<file path="config.mk">
export PLATFORM = sky130hd
export DESIGN_NAME = spi_cmd_decoder_flat
export DESIGN_NICKNAME = d
export VERILOG_FILES = /design/src/rtl/spi_cmd_decoder_pkg.sv /design/src/rtl/spi_cmd_decoder_if.sv /design/src/rtl/spi_cmd_decoder_addr_gen.sv /design/src/rtl/spi_cmd_decoder.sv /design/src/flat_wrapper.sv
export SDC_FILE = /design/constraint.sdc
export NUM_CORES = 1
export LEC_CHECK = 0
export ABC_AREA = 1
export BUFFER_PORTS_ARGS = -buffer_cell sky130_fd_sc_hd__buf_2
export CORE_MARGIN = 2
export CORE_UTILIZATION = 40
export CTS_BUF_LIST = sky130_fd_sc_hd__clkbuf_4 sky130_fd_sc_hd__clkbuf_8
export DETAILED_ROUTE_END_ITERATION = 6
export GPL_ROUTABILITY_DRIVEN = 1
export PLACE_DENSITY = 0.67
export SYNTH_ARGS = -nofsm -noshare
export SYNTH_HDL_FRONTEND = slang
export SYNTH_SLANG_ARGS = --single-unit
</file>
<file path="constraint.sdc">
create_clock -name clk -period 2.8 [get_ports clk]
set_input_delay 0.28 -clock clk [delete_from_list [all_inputs] [get_ports clk]]
set_output_delay 0.28 -clock clk [all_outputs]
set_load 0.02 [all_outputs]
</file>
<file path="src/rtl/spi_cmd_decoder_pkg.sv">
// Shared constants and types for the SPI command decoder.
package spi_cmd_pkg;

  localparam logic [7:0] OP_WR   = 8'h01;
  localparam logic [7:0] OP_RD   = 8'h02;
  localparam logic [7:0] OP_GO   = 8'h03;
  localparam logic [7:0] OP_STAT = 8'h04;

  localparam logic [1:0] CH_R = 2'd0;
  localparam logic [1:0] CH_G = 2'd1;
  localparam logic [1:0] CH_B = 2'd2;

  localparam int unsigned STAT_ACTIVE_BIT = 7;
  localparam int unsigned STAT_ERR_BIT    = 6;

  typedef enum logic [2:0] {
    ST_IDLE,
    ST_HDR,
    ST_WDATA,
    ST_RPREF,
    ST_RDATA,
    ST_DISC
  } state_t;

  function automatic logic [7:0] stat_byte(input logic active, input logic err);
    logic [7:0] b;
    b = '0;
    b[STAT_ACTIVE_BIT] = active;
    b[STAT_ERR_BIT]    = err;
    return b;
  endfunction

endpackage

</file>
<file path="src/rtl/spi_cmd_decoder_if.sv">
// SPI-byte side and BRAM com-port side of the command decoder.
interface spi_cmd_decoder_if #(
  parameter int unsigned ADDR_W = 17
);
  logic              ss;
  logic              rx_dv;
  logic [7:0]        rx_byte;
  logic [7:0]        tx_byte;
  logic [ADDR_W-1:0] bram_addr;
  logic [1:0]        bram_chan;
  logic              bram_we;
  logic [7:0]        bram_wdata;
  logic [7:0]        bram_rdata;
  logic              pdi_active;
  logic              pdi_start;
  logic              err;

  modport slave (
    input  ss, rx_dv, rx_byte, bram_rdata, pdi_active,
    output tx_byte, bram_addr, bram_chan, bram_we, bram_wdata, pdi_start, err
  );

  modport master (
    output ss, rx_dv, rx_byte, bram_rdata, pdi_active,
    input  tx_byte, bram_addr, bram_chan, bram_we, bram_wdata, pdi_start, err
  );
endinterface

</file>
<file path="src/rtl/spi_cmd_decoder_addr_gen.sv">
// Pixel address register: parallel load, increment with wrap past ADDR_MAX.
module spi_addr_gen #(
  parameter int unsigned ADDR_W   = 17,
  parameter int unsigned ADDR_MAX = 76799
) (
  input  logic              clk,
  input  logic              rst,
  input  logic              i_load,
  input  logic [ADDR_W-1:0] i_addr,
  input  logic              i_inc,
  output logic [ADDR_W-1:0] o_addr
);

  logic [ADDR_W-1:0] r_addr;

  // load has priority over increment
  always_ff @(posedge clk or negedge rst) begin
    if (!rst)
      r_addr <= '0;
    else if (i_load)
      r_addr <= i_addr;
    else if (i_inc)
      r_addr <= (r_addr >= ADDR_W'(ADDR_MAX)) ? '0 : r_addr + ADDR_W'(1);
  end

  assign o_addr = r_addr;

endmodule

</file>
<file path="src/rtl/spi_cmd_decoder.sv">
// SPI command decoder: frames rx bytes into WR/RD/GO/STAT commands and
// drives the BRAM com port. Optional inter-byte timeout: SPI_CMD_TIMEOUT_EN.
module spi_cmd_decoder
  import spi_cmd_pkg::*;
#(
  parameter int unsigned ADDR_W      = 17,
  parameter int unsigned ADDR_MAX    = 76799,
  parameter int unsigned RD_LAT      = 1,
  parameter int unsigned TIMEOUT_CYC = 50000
) (
  input logic               clk,
  input logic               rst,
  spi_cmd_decoder_if.slave  bus
);

  state_t      r_state, w_state_n;
  logic [2:0]  r_hcnt,  w_hcnt_n;
  logic        r_is_rd, w_is_rd_n;
  logic [1:0]  r_chan,  w_chan_n;
  logic        r_a16,   w_a16_n;
  logic [7:0]  r_ahi,   w_ahi_n;
  logic [7:0]  r_lenhi, w_lenhi_n;
  logic [15:0] r_len,   w_len_n;
  logic [1:0]  r_lat,   w_lat_n;
  logic [7:0]  r_tx,    w_tx_n;
  logic        r_we,    w_we_n;
  logic [7:0]  r_wdata, w_wdata_n;
  logic        r_start, w_start_n;
  logic        r_err,   w_err_n;

  logic              w_byte;
  logic              w_load;
  logic              w_inc;
  logic [ADDR_W-1:0] w_addr;

  // a byte that arrives together with ss high is dropped
  assign w_byte = bus.rx_dv & ~bus.ss;

`ifdef SPI_CMD_TIMEOUT_EN
  localparam int unsigned TO_W = $clog2(TIMEOUT_CYC + 1);
  logic [TO_W-1:0] r_to;

  // cycles since the last accepted byte while a frame is open
  always_ff @(posedge clk or negedge rst) begin
    if (!rst)
      r_to <= '0;
    else if (w_byte || r_state == ST_IDLE)
      r_to <= '0;
    else
      r_to <= r_to + TO_W'(1);
  end
`endif

  spi_addr_gen #(
    .ADDR_W   (ADDR_W),
    .ADDR_MAX (ADDR_MAX)
  ) u_addr (
    .clk    (clk),
    .rst    (rst),
    .i_load (w_load),
    .i_addr (ADDR_W'({r_a16, r_ahi, bus.rx_byte})),
    .i_inc  (w_inc),
    .o_addr (w_addr)
  );

  // next-state and next-output decode
  always_comb begin
    w_state_n = r_state;
    w_hcnt_n  = r_hcnt;
    w_is_rd_n = r_is_rd;
    w_chan_n  = r_chan;
    w_a16_n   = r_a16;
    w_ahi_n   = r_ahi;
    w_lenhi_n = r_lenhi;
    w_len_n   = r_len;
    w_lat_n   = r_lat;
    w_tx_n    = r_tx;
    w_we_n    = 1'b0;
    w_wdata_n = r_wdata;
    w_start_n = 1'b0;
    w_err_n   = r_err;
    w_load    = 1'b0;
    w_inc     = r_we;   // step past each address once its write has gone out

    if (r_state != ST_IDLE && bus.ss) begin
      w_state_n = ST_IDLE;
      w_tx_n    = '0;
    end else begin
      unique case (r_state)
        ST_IDLE: if (w_byte) begin
          w_tx_n = '0;
          case (bus.rx_byte)
            OP_WR, OP_RD: begin
              w_state_n = ST_HDR;
              w_hcnt_n  = '0;
              w_is_rd_n = (bus.rx_byte == OP_RD);
            end
            OP_GO: begin
              if (bus.pdi_active) w_err_n   = 1'b1;
              else                w_start_n = 1'b1;
            end
            OP_STAT: begin
              w_tx_n  = stat_byte(bus.pdi_active, r_err);
              w_err_n = 1'b0;
            end
            default: w_err_n = 1'b1;
          endcase
        end
        ST_HDR: if (w_byte) begin
          w_hcnt_n = r_hcnt + 3'd1;
          case (r_hcnt)
            3'd0: begin
              w_chan_n = bus.rx_byte[7:6];
              w_a16_n  = bus.rx_byte[0];
            end
            3'd1: w_ahi_n   = bus.rx_byte;
            3'd2: w_load    = 1'b1;
            3'd3: w_lenhi_n = bus.rx_byte;
            default: begin
              w_len_n = {r_lenhi, bus.rx_byte};
              w_lat_n = '0;
              if (bus.pdi_active) w_err_n = 1'b1;
              if (w_len_n == 16'd0)    w_state_n = ST_IDLE;
              else if (bus.pdi_active) w_state_n = ST_DISC;
              else if (r_is_rd)        w_state_n = ST_RPREF;
              else                     w_state_n = ST_WDATA;
            end
          endcase
        end
        ST_WDATA: if (w_byte) begin
          w_wdata_n = bus.rx_byte;
          w_we_n    = 1'b1;
          w_len_n   = r_len - 16'd1;
          if (r_len == 16'd1) w_state_n = ST_IDLE;
        end
        ST_RPREF: begin
          if (r_lat == 2'(RD_LAT)) begin
            w_tx_n    = bus.bram_rdata;
            w_state_n = ST_RDATA;
          end else begin
            w_lat_n = r_lat + 2'd1;
          end
        end
        ST_RDATA: if (w_byte) begin
          if (r_len == 16'd1) begin
            w_state_n = ST_IDLE;
            w_tx_n    = '0;
          end else begin
            w_len_n   = r_len - 16'd1;
            w_inc     = 1'b1;
            w_lat_n   = '0;
            w_state_n = ST_RPREF;
          end
        end
        ST_DISC: if (w_byte) begin
          w_len_n = r_len - 16'd1;
          if (r_len == 16'd1) w_state_n = ST_IDLE;
        end
        default: w_state_n = ST_IDLE;
      endcase
`ifdef SPI_CMD_TIMEOUT_EN
      if (r_state != ST_IDLE && !w_byte && r_to == TO_W'(TIMEOUT_CYC - 1)) begin
        w_state_n = ST_IDLE;
        w_err_n   = 1'b1;
        w_tx_n    = '0;
      end
`endif
    end
  end

  // state and output registers
  always_ff @(posedge clk or negedge rst) begin
    if (!rst) begin
      r_state <= ST_IDLE;
      r_hcnt  <= '0;
      r_is_rd <= 1'b0;
      r_chan  <= '0;
      r_a16   <= 1'b0;
      r_ahi   <= '0;
      r_lenhi <= '0;
      r_len   <= '0;
      r_lat   <= '0;
      r_tx    <= '0;
      r_we    <= 1'b0;
      r_wdata <= '0;
      r_start <= 1'b0;
      r_err   <= 1'b0;
    end else begin
      r_state <= w_state_n;
      r_hcnt  <= w_hcnt_n;
      r_is_rd <= w_is_rd_n;
      r_chan  <= w_chan_n;
      r_a16   <= w_a16_n;
      r_ahi   <= w_ahi_n;
      r_lenhi <= w_lenhi_n;
      r_len   <= w_len_n;
      r_lat   <= w_lat_n;
      r_tx    <= w_tx_n;
      r_we    <= w_we_n;
      r_wdata <= w_wdata_n;
      r_start <= w_start_n;
      r_err   <= w_err_n;
    end
  end

  assign bus.tx_byte    = r_tx;
  assign bus.bram_addr  = w_addr;
  assign bus.bram_chan  = r_chan;
  assign bus.bram_we    = r_we;
  assign bus.bram_wdata = r_wdata;
  assign bus.pdi_start  = r_start;
  assign bus.err        = r_err;

endmodule

</file>
<file path="src/flat_wrapper.sv">
// flat-port wrapper written by rule: the top's interface ports become plain ports
module spi_cmd_decoder_flat import spi_cmd_pkg::*;
#(
  parameter int unsigned ADDR_W      = 17,
  parameter int unsigned ADDR_MAX    = 76799,
  parameter int unsigned RD_LAT      = 1,
  parameter int unsigned TIMEOUT_CYC = 50000
)
  (clk, rst, bus_ss, bus_rx_dv, bus_rx_byte, bus_bram_rdata, bus_pdi_active, bus_tx_byte, bus_bram_addr, bus_bram_chan, bus_bram_we, bus_bram_wdata, bus_pdi_start, bus_err);
  spi_cmd_decoder_if #(.ADDR_W(ADDR_W)) bus_i ();
  input logic clk;
  input logic rst;
  input wire logic [$bits(bus_i.ss)-1:0] bus_ss;
  input wire logic [$bits(bus_i.rx_dv)-1:0] bus_rx_dv;
  input wire logic [$bits(bus_i.rx_byte)-1:0] bus_rx_byte;
  input wire logic [$bits(bus_i.bram_rdata)-1:0] bus_bram_rdata;
  input wire logic [$bits(bus_i.pdi_active)-1:0] bus_pdi_active;
  output wire logic [$bits(bus_i.tx_byte)-1:0] bus_tx_byte;
  output wire logic [$bits(bus_i.bram_addr)-1:0] bus_bram_addr;
  output wire logic [$bits(bus_i.bram_chan)-1:0] bus_bram_chan;
  output wire logic [$bits(bus_i.bram_we)-1:0] bus_bram_we;
  output wire logic [$bits(bus_i.bram_wdata)-1:0] bus_bram_wdata;
  output wire logic [$bits(bus_i.pdi_start)-1:0] bus_pdi_start;
  output wire logic [$bits(bus_i.err)-1:0] bus_err;
  assign bus_i.ss = bus_ss;
  assign bus_i.rx_dv = bus_rx_dv;
  assign bus_i.rx_byte = bus_rx_byte;
  assign bus_i.bram_rdata = bus_bram_rdata;
  assign bus_i.pdi_active = bus_pdi_active;
  assign bus_tx_byte = bus_i.tx_byte;
  assign bus_bram_addr = bus_i.bram_addr;
  assign bus_bram_chan = bus_i.bram_chan;
  assign bus_bram_we = bus_i.bram_we;
  assign bus_bram_wdata = bus_i.bram_wdata;
  assign bus_pdi_start = bus_i.pdi_start;
  assign bus_err = bus_i.err;
  spi_cmd_decoder #(.ADDR_W(ADDR_W), .ADDR_MAX(ADDR_MAX), .RD_LAT(RD_LAT), .TIMEOUT_CYC(TIMEOUT_CYC)) u_core (.clk(clk), .rst(rst), .bus(bus_i));
endmodule
</file>
==> out/results.ini <==
[timing]
fin_crit_sh_pct = 79.7
final.setup.tns_ns = 0
setup_viol = 0
timing.fmax_mhz = 448
worstMarginPinSlew_ns = 0.633
finalHoldViolCount = 0
rsz0062_at_grt = false
slew_headroom_pct = 57.8
finClkSkew_ns = 0.0101
hold_slack_ns = 0.131
period_needed_ns = 2.23
maxSlewViolCount = 0

[run_status]
status = finished, final reports clean

[floorplan]
die_w_um = 117
io_pins = 59
die_area_sq_um = 13700
dieHeight_um = 117
start_util_pct = 40.7
fp-row-count = 41
core_sq_um = 12500

[critical_path]
start_kind = flop
worst-path-max-fanout = 19
reg2reg_slack_ns = 0.57
reg2reg_depth = 11
r2r-start = u_core.r_hcnt[0]
crit_arrival_ns = 2.54
worstPathRequired_ns = 3.10
critPathLaunch = u_core.r_hcnt[0]
r2r_end = u_core.u_addr.o_addr[7]
crit_path_end_kind = flop
worst-setup-path-type = reg -> reg
crit_end = u_core.u_addr.o_addr[7]

[cells_and_area]
nets = 832
antenna_cells = 0
drive_gt1_share_pct = 14.0
fillCellCount = 1315
seq_area_sq_um = 2000
multi_input_area_sq_um = 2750
area_growth_pct = 12.7

[power_and_ir_drop]
swShare_pct = 49.2
p_sw_mw = 2.83
p_total_mw = 5.76
p_per_area_nw_per_um2 = 1000
p_comb_share_pct = 50.5
p_int_mw = 2.92
p_leak_nw = 3.03
p_clk_share_pct = 15.5
power_frac_seq_pct = 34.0
irDropWorstVdd_uv = 552

[clocking]
numCtsBuffers = 9
clock_sinks = 80
clk_pin_slew_ns = 0.09
cts_max_path_buffers = 2
tritoncts = built
cts_max_level = 3
insertion_delay_ns = 0.37
clock-root-buffer = clkbuf_8
cts_setup_buffers = 0

[routing]
wl_per_cell_um = 13.1
viasPerCell = 4.86
drtIter0Drc = 410
drc = 0
drt-total-wl_mm = 12.8
dr_total_vias = 4757
final_antenna_net_count = 0
dr.pass1.iters = 5

[global_routing]
grt_pass1_vias = 4278
grtUsageTotal_pct = 19.9
grt_pass1_wl_mm = 21.2
gr-total-overflow = 0
grt_max_degree = 44
antenna_found_initial = 0

[worst_hold_path]
holdPathStages = 2
hp-class = in -> reg

[synth]
ys_ff_latch = 80
synth_ff_type = dfrtp_1
async_flop_share_pct = 100
synth_edf_count = 0
synth_area_leaders = dfrtp_1 39%, nand2_1 21%, nor2_1 8.3%
synth_cell_types = 36
syn_area_sq_um = 5090
netlist.area_leader.share_pct = 39.3
synthCells = 747
avgSynthCellArea_sq_um = 6.82
synth_top_cell_by_area = dfrtp_1
synth_warnings = 0
synth_nets = 777
ys_seq_area_share_pct = 39.3

[placed_design]
hpwlAfterDp_mm = 9.67
numPortBuffers = 58
gp_congestion = 0.858

[job]
drv_cap = 0

power by group through the flow:
stage | Combinational (mW) | Clock [mW] | Sequential, mW
6_report | 2.91 | 0.890 | 1.96
5_1_grt | 3.34 | 0.952 | 2.03
4_1_cts | 2.92 | 0.912 | 1.96
3_5_place_dp | 2.91 | 0 | 1.98
3_3_place_gp | 2.89 | 0 | 1.97
2_1_floorplan | 2.14 | 0 | 2.07
final cells by class:
cell class,count,share of cell area [%]
Sequential cell,80,34.9
Clock inverter,7,1.35
Clock buffer,9,2.16
Multi-Input combinational cell,586,48.0
Tap cell,172,3.75
Timing Repair Buffer,60,5.62
Inverter,65,4.29
timing repair:
action,in CTS,in global routing
endpoints found under the hold margin,37,0
gates resized for setup,0,0
hold buffers,1,0
per-layer routing:
layer | vias up | part of all wire [%] | global-route usage [%]
met4 | 0 | 1.4 | 6.35
met3 | 16 | 4.1 | 3.19
li1 | 2467 | - | -
met1 | 2173 | 49 | 28.0
met2 | 101 | 46 | 31.5
met5 | - | 0 | 0
critical path, cell delays in order (launching register included):
cell and delay, ns:
dfrtp_1 0.39, inv_1 0.09, ha_1 0.21, inv_1 0.05, nor2_1 0.03, nand2_1 0.10
nor2_4 0.10, nor2_1 0.50, nand3_1 0.36, nor2_1 0.19, nor2_1 0.06, nor2_1 0.08
through the flow:
stage	worst slack, ns	std cells	area, sq um	utilization [%]
after floorplan	1.12	747	5090	-
after global placement	0.704	962	5530	44.2
after detailed placement	0.622	962	5530	44.2
after CTS	0.587	979	5740	45.9
after global routing	0.324	979	5740	45.9
final	0.569	979	5740	45.9
synth_stat cells, drive strengths merged, types with 3 or more instances:
cell      n
nand2   294
nand3b    3
nand3    59
nor3      4
inv      65
xnor2     4
buf      12
nor2    123
dfrtp    80
o21ai    42
xor2      8
clkbuf    4
ha        9
nand4    18
a21oi    13
how the worst min path moves through the flow:
stage	start	slack, ns	end
3_5_place_dp	rst	0.28	u_core.r_state[2]
3_3_place_gp	rst	0.29	u_core.r_state[2]
4_1_cts	bus_pdi_active	0.11	u_core.bus.pdi_start
2_1_floorplan	rst	-0.02	u_core.bus.bram_chan[0]
6_report	bus_pdi_active	0.13	u_core.bus.pdi_start
5_1_grt	bus_pdi_active	0.14	u_core.bus.pdi_start
sequential cells by signal, summed over array words and instances (netlist names):
signal / cells
u_core.bus.bram_chan: 2
u_core.bus.bram_wdata: 8
u_core.bus.bram_we: 1
u_core.bus.err: 1
u_core.bus.pdi_start: 1
u_core.bus.tx_byte: 8
u_core.r_a16: 1
u_core.r_ahi: 8
u_core.r_hcnt: 3
u_core.r_is_rd: 1
u_core.r_lat: 2
u_core.r_len: 16
u_core.r_lenhi: 8
u_core.r_state: 3
u_core.u_addr.o_addr: 17
cell usage in the layout (no fill, tap or decap), types with 3 or more instances in the layout:
cell,netlist,layout
nor2_4,5,5
nand3_1,57,57
buf_2,8,57
nand4_1,17,17
nor3_1,3,3
nor2_1,113,113
a21oi_1,12,12
clkbuf_8,0,9
o21ai_0,34,34
ha_1,9,9
nand2_4,4,4
nand2_2,8,8
inv_6,0,3
inv_1,56,56
nor2_2,3,3
inv_2,8,8
o21ai_1,8,8
xor2_1,8,8
dfrtp_1,80,80
nand3b_1,3,3
xnor2_1,4,4
nand2_1,282,282
cell families (layout without fill, tap and decap cells):
kind of cell	Yosys count	in the layout	synth area share (%)
XOR/XNOR	12	12	2.06
buffers and inverters	81	141	6.66
AO/OA/AOI/OAI	61	61	6.48
AND/OR/NAND/NOR	504	504	43.3
adder cells (fa/ha/maj)	9	9	2.21
flip-flops	80	80	39.3
Power figures use the tool's default switching activity.
